===== config.mk =====
export PLATFORM = sky130hd
export DESIGN_NAME = wb_mux_pipe
export DESIGN_NICKNAME = d
export VERILOG_FILES = /design/src/rtl/wb_mux_pipe.sv
export SDC_FILE = /design/constraint.sdc
export NUM_CORES = 1
export LEC_CHECK = 0
export ABC_AREA = 1
export ABC_CLOCK_PERIOD_IN_PS = 1500
export BUFFER_PORTS_ARGS = -buffer_cell sky130_fd_sc_hd__buf_4
export CAP_MARGIN = 10
export CORE_MARGIN = 2
export CORE_UTILIZATION = 41
export CTS_CLUSTER_DIAMETER = 100
export DETAILED_ROUTE_END_ITERATION = 10
export PLACE_DENSITY = 0.82
export SYNTH_ARGS = -nofsm -noshare
export SYNTH_HDL_FRONTEND = slang
export SYNTH_SLANG_ARGS = --single-unit
export TNS_END_PERCENT = 30

===== constraint.sdc =====
create_clock -name clk -period 1.5 [get_ports clk]
set_input_delay 0.075 -clock clk [delete_from_list [all_inputs] [get_ports clk]]
set_output_delay 0.075 -clock clk [all_outputs]
set_load 0.1 [all_outputs]

===== src/rtl/wb_mux_pipe.sv =====
// Registered N-to-1 writeback selector with valid/ready handshake and out-of-range select flagging.
// Define WB_MUX_SKID_EN for the two-entry skid build with a registered in_ready.
module wb_mux_pipe #(
    parameter int DWIDTH = 32,
    parameter int NUM_IN = 4,
    localparam int SEL_W = (NUM_IN > 1) ? $clog2(NUM_IN) : 1
) (
    input  logic                     clk,
    input  logic                     rst,
    input  logic [NUM_IN*DWIDTH-1:0] in_data,
    input  logic [SEL_W-1:0]         sel,
    input  logic                     in_valid,
    output logic                     in_ready,
    output logic [DWIDTH-1:0]        out_data,
    output logic                     out_sel_err,
    output logic                     out_valid,
    input  logic                     out_ready
);

    // Returns {err, data}; an unmatched select yields an all-zero word with err set.
    function automatic logic [DWIDTH:0] select_word(
        input logic [NUM_IN*DWIDTH-1:0] data,
        input logic [SEL_W-1:0]         s
    );
        logic [DWIDTH:0] w;
        w = {1'b1, {DWIDTH{1'b0}}};
        for (int k = 0; k < NUM_IN; k++) begin
            if (s == k[SEL_W-1:0]) begin
                w = {1'b0, data[k*DWIDTH +: DWIDTH]};
            end
        end
        return w;
    endfunction

    logic [DWIDTH:0]   cap_word;
    logic              in_xfer;
    logic              out_xfer;
    logic [DWIDTH-1:0] data_p0;
    logic              err_p0;
    logic              vld_p0;

    assign cap_word    = select_word(in_data, sel);
    assign in_xfer     = in_valid & in_ready;
    assign out_xfer    = vld_p0 & out_ready;
    assign out_data    = data_p0;
    assign out_sel_err = err_p0;
    assign out_valid   = vld_p0;

`ifdef WB_MUX_SKID_EN
    typedef enum logic [1:0] {EMPTY, ONE, TWO} state_t;

    state_t            state;
    logic [DWIDTH-1:0] data_p1;
    logic              err_p1;
    logic              rdy_q;

    assign in_ready = rdy_q;

    // Stage p0 is the main output register, p1 the skid entry behind it.
    always_ff @(posedge clk or posedge rst) begin
        if (rst) begin
            state   <= EMPTY;
            data_p0 <= '0;
            err_p0  <= 1'b0;
            data_p1 <= '0;
            err_p1  <= 1'b0;
            vld_p0  <= 1'b0;
            rdy_q   <= 1'b1;
        end else begin
            case (state)
                EMPTY: begin
                    if (in_xfer) begin
                        data_p0 <= cap_word[DWIDTH-1:0];
                        err_p0  <= cap_word[DWIDTH];
                        vld_p0  <= 1'b1;
                        state   <= ONE;
                    end
                end
                ONE: begin
                    if (in_xfer && out_xfer) begin
                        data_p0 <= cap_word[DWIDTH-1:0];
                        err_p0  <= cap_word[DWIDTH];
                    end else if (in_xfer) begin
                        data_p1 <= cap_word[DWIDTH-1:0];
                        err_p1  <= cap_word[DWIDTH];
                        rdy_q   <= 1'b0;
                        state   <= TWO;
                    end else if (out_xfer) begin
                        vld_p0  <= 1'b0;
                        state   <= EMPTY;
                    end
                end
                TWO: begin
                    if (out_xfer) begin
                        data_p0 <= data_p1;
                        err_p0  <= err_p1;
                        rdy_q   <= 1'b1;
                        state   <= ONE;
                    end
                end
                default: begin
                    state  <= EMPTY;
                    vld_p0 <= 1'b0;
                    rdy_q  <= 1'b1;
                end
            endcase
        end
    end
`else
    // A departing word frees the register in the same edge, so ready looks through to out_ready.
    assign in_ready = ~vld_p0 | out_ready;

    // Stage p0: single output register.
    always_ff @(posedge clk or posedge rst) begin
        if (rst) begin
            data_p0 <= '0;
            err_p0  <= 1'b0;
            vld_p0  <= 1'b0;
        end else if (in_xfer) begin
            data_p0 <= cap_word[DWIDTH-1:0];
            err_p0  <= cap_word[DWIDTH];
            vld_p0  <= 1'b1;
        end else if (out_xfer) begin
            vld_p0  <= 1'b0;
        end
    end
`endif

endmodule


**Yosys cells after proc, flatten, opt, wreduce, memory -nomap -nowiden**

Cells that the tools add are included.

- Logic and storage cells: 18
- Flip-flop bits (word level): 34

- Reductions and logical operators: 2
- Equality and inequality tests: 3
- Bitwise operators: 4
- Mux-type cells: 6

Operators with widths:

| operator | count |
|---|---|
| 33-bit 2-to-1 mux | 4 |
| 2-bit equality test (second input constant) | 2 |
| 1-bit AND | 2 |
| 2-bit by 1-bit equality test with 1-bit output (second input constant) | 1 |
| 2-bit logical NOT | 1 |
| 1-bit 2-to-1 mux | 2 |
| 2-bit nonzero test | 1 |
| 1-bit NOT | 1 |
| 1-bit bitwise OR | 1 |

**Logic depth before layout (Yosys ltp)**

- Depth after elaboration: 5
- Depth in mapped cells: 8
- Gate-level depth less buffers: 6

**Worst setup path after synthesis**

Ideal clock, no wire load.

- Path kind: flip-flop to flip-flop
- From: register vld_p0 (netlist: out_valid)
- To: register data_p0[10] (netlist: out_data[10])
- Path slack: -1.125 ns
- Arrival: 2.505 ns
- Path buffers: 2
- Cell stages (with the launch flop): 8
- Setup time: 0.120 ns
- Data required time: 1.380 ns
- Cell sequence: dfrtp_1 -> nand2_1 -> nand2_1 -> buf_2 -> buf_2 -> nor2_1 -> nand2_1 -> nand2_1

- Cells in the longest elaborated chain, start to end: 3

Ends and longest elaborated chain:

| what | line | text |
|---|---|---|
| from (decl) | 40 | `logic vld_p0;` |
| from (signal assigned) | 118 | `vld_p0 <= 1'b0;` |
| from (signal assigned) | 122 | `vld_p0 <= 1'b1;` |
| from (signal assigned) | 124 | `vld_p0 <= 1'b0;` |
| 1-bit NOT | 111 | `assign in_ready = ~vld_p0 \| out_ready;` |
| 1-bit bitwise OR | 111 |  |
| named net in_ready | 13 | `output logic in_ready,` |
| 1-bit AND | 43 | `assign in_xfer = in_valid & in_ready;` |
| to (signal assigned) | 120 | `data_p0 <= cap_word[DWIDTH-1:0];` |
| to (decl) | 38 | `logic [DWIDTH-1:0] data_p0;` |

The timed path passes the listed nets, and every way through them passes these cells.
A chain may end at the register's enable or synchronous reset.

**Final worst setup path**

- From: register vld_p0 (netlist: out_valid)
- To: output in_ready

- Cells in the longest elaborated chain, start to end: 2

Ends and longest elaborated chain:

| what | line |
|---|---|
| 1-bit NOT | 111 |
| 1-bit bitwise OR | 111 |
| to (decl) | 13 |

No other way between the ends.

==> results.md <==
* Nets at between 600 and 700
* Clock-pin transition on the worst setup and hold timing paths at ~70 ps
* WP buf/inv at 1
* Final WL at between 7 and 8 mm
* Post-synth EDFFs at 0
* Routed via count at 2926
* Critical Path RT at ~1400 ps
* I/O Buffers at 168
* Final period utilization at 81.3%
* Largest net degree at the start of global routing at 35
* Die Ht at approximately 78 µm
* RSZ-0062 raised after global routing: false
* Startpoint types: flop
* Main synth FF type: dfrtp_1
* Number of vias per cell at about 5
* Fmax achieved at a little over 800 MHz
* R2R Setup Slk at between 300 and 400 ps
* Outcome: complete, no violations
* Die width at approximately 80 µm
* DRT Pass-1 Iters at 4
* Final slew viol count at 0
* Die footprint at 6130 µm²
* Final setup fails at 0
* Sequential area share after synthesis at a little under two fifths
* Detailed Place HPWL at slightly below 6 mm
* Synth top area share at between 30 and 40%
* Maximum resistive drop on vdd at about 0.64 mV
* Gate Count Post-Synth at 358
* ANT nets after route at 0
* Initial DRC count at about 120
* Cell variety after synth at 15
* Inserted Diodes at 0
* Vias in the first global route at between 2000 and 3000
* Setup bufs post-CTS at 0
* GRT Total Usage at a little over a quarter
* GRT met1 Usage at between 30% and 40%
* Crit Path Class: flop to output pin
* Met3 Use GR at 7.36%
* # IOs at roughly 170
* RD Place Congestion at between 0.7 and 0.8
* Final WS setup at between 200 and 300 ps
* FILL cells at 508
* Mean Syn Cell Area at between 6 and 7 µm²
* Non-filler cells, final at approximately 590
* Slowest cell delay on critical path at approximately 500 ps
* #FFs+latches synth at 34
* Critical path's slowest cell: dfrtp_4
* Routed WL per cell at 13.4 µm
* Remaining Overflow, GRT at 0
* TritonCTS clock tree: built
* Root buffer cell: clkbuf_8
* Top delay family on crit path: flip-flops
* Final Hold Viols at 0
* H-tree depth at 2
* Layout cells sized above 1 at a little over a third
* Global Route met2 Usage at 44.8%
* Starting density of the core at 41.9%
* Syn-to-layout area delta at 61.3%
* DRC viols at 0
* Leak pwr at ~2 nW
* Top post-synthesis cells by count: nand2_1 (131), nand3_1 (64), nor2_1 (64)
* Top post-synthesis cells by area: dfrtp_1 (38%), nand2_1 (22%), nand3_1 (14%)
* Tmin final at between 1000 and 1500 ps
* Rel. slew slack at between 60 and 70%
* First-pass GRT wire length at 13.0 mm
* Initial antenna violation count at 0
* WHS at just over 100 ps
* Largest area contributor in the synthesized netlist: dfrtp_1
* CTS Buffer Depth at 2
* Core Rows at 27
* # Max-Cap Violations at 0
* Most Crowded Layer GR: met2
* Syn Nets at just under 500
* Asr flop ratio synth at 100%
* Syn. warnings at 0
* Critical Path Fanout Max at 4
* Mapped Area at approximately 2300 µm²
* Top-count cell post-synth: nand2_1
* Endpoint class of the critical path: output pin
* Clock sinks at 34
* Num CTS Buffers at 5
* Total core area at ~5400 µm²
* Cells after DPL at 578
* Clock skew at between 2 and 3 ps
* Worst skew pair latency at approximately 280 ps
* Power density cells at roughly 1100 nW/µm²
* Worst min path class: input port to flop
* Slew @ Worst Pin at approximately 450 ps
* Worst endpoint data arrival time at approximately 1100 ps
* Worst path cell trace: nand2_8 > buf_4
* Setup WS pre-CTS at around 300 ps
-- power breakdown --
part	total [W]	internal [W]	switching [W]
clock network	0.000622	0.000319	0.000303
logic	0.00207	0.000562	0.00151
registers	0.00115	0.00106	0.0000895
total	0.00385	0.00194	0.00190
-- registers in the layout (all words and copies together) (netlist names) --
signal	flops
out_sel_err	1
out_data	32
out_valid	1
-- path summary, 6_finish.rpt --
check / endpoint / from / depth (start not counted)
worst max-delay path: in_ready / out_valid / 2
worst min-delay path: out_data[18] / in_data[82] / 5
worst max register to register: out_data[11] / out_valid / 6
worst min register to register: out_data[28] / out_data[28] / 2
max in group asynchronous: out_valid / rst / 4
min in group asynchronous: out_data[21] / rst / 4
-- layout by cell type (no fill, tap or decap) --
master,count
buf_4,172
nand3_1,64
dlygate4sd3_1,2
inv_1,3
clkbuf_1,2
a21boi_0,1
clkbuf_8,5
inv_2,1
nor2_1,64
o21ai_1,1
dfrtp_1,33
nand2_4,1
nor2_4,1
buf_12,2
dfrtp_4,1
nand2_8,1
nand2_2,1
nand2_1,129
o21ai_0,31
-- kinds of logic (layout without fill, tap and decap cells) --
logic type | Yosys count | count (layout) | share of synthesized area [%]
and+or+nand+nor | 261 | 261 | 47.5
DFF | 34 | 34 | 37.6
AOI/OAI and AO/OA | 33 | 33 | 7.41
buffers and inverters | 30 | 187 | 7.47
-- timing repair --
action | in CTS | in global routing
hold endpoints to repair | 35 | 0
hold buffers | 2 | 0
gates resized for setup | 0 | 0
-- per-stage QoR --
step,util [%],power [W],area [µm²],TNS [ps]
5_1_grt,67.5,0.00404,3650,0
6_report,67.5,0.00385,3650,0
3_5_place_dp,65.7,0.00324,3550,0
2_1_floorplan,-,0.00262,2290,-51.3
4_1_cts,67.5,0.00388,3650,0
3_3_place_gp,65.7,0.00322,3550,0
-- metal layers --
| metal | vias to the layer above | routed length [µm] |
|---|---|---|
| li1 | 1459 | - |
| met1 | 1301 | 3090 |
| met2 | 142 | 3800 |
| met3 | 24 | 663 |
| met4 | 0 | 286 |
| met5 | - | 0 |
-- final cells by class --
class	instances	area, µm²	area share, %
clock buffer	7	76.3	2.09
inverter	4	15.0	0.412
multi-input combinational	294	1260	34.6
sequential	34	855	23.4
tap	72	90.1	2.47
timing repair buffer	176	1350	37.0
-- worst min-delay path: cells and delay by family --
family,cells,cell delay [ps]
buf+inv,1,80
simple gates,3,160
compound gates,1,50
No activity file was read; power rests on OpenSTA's default activity.
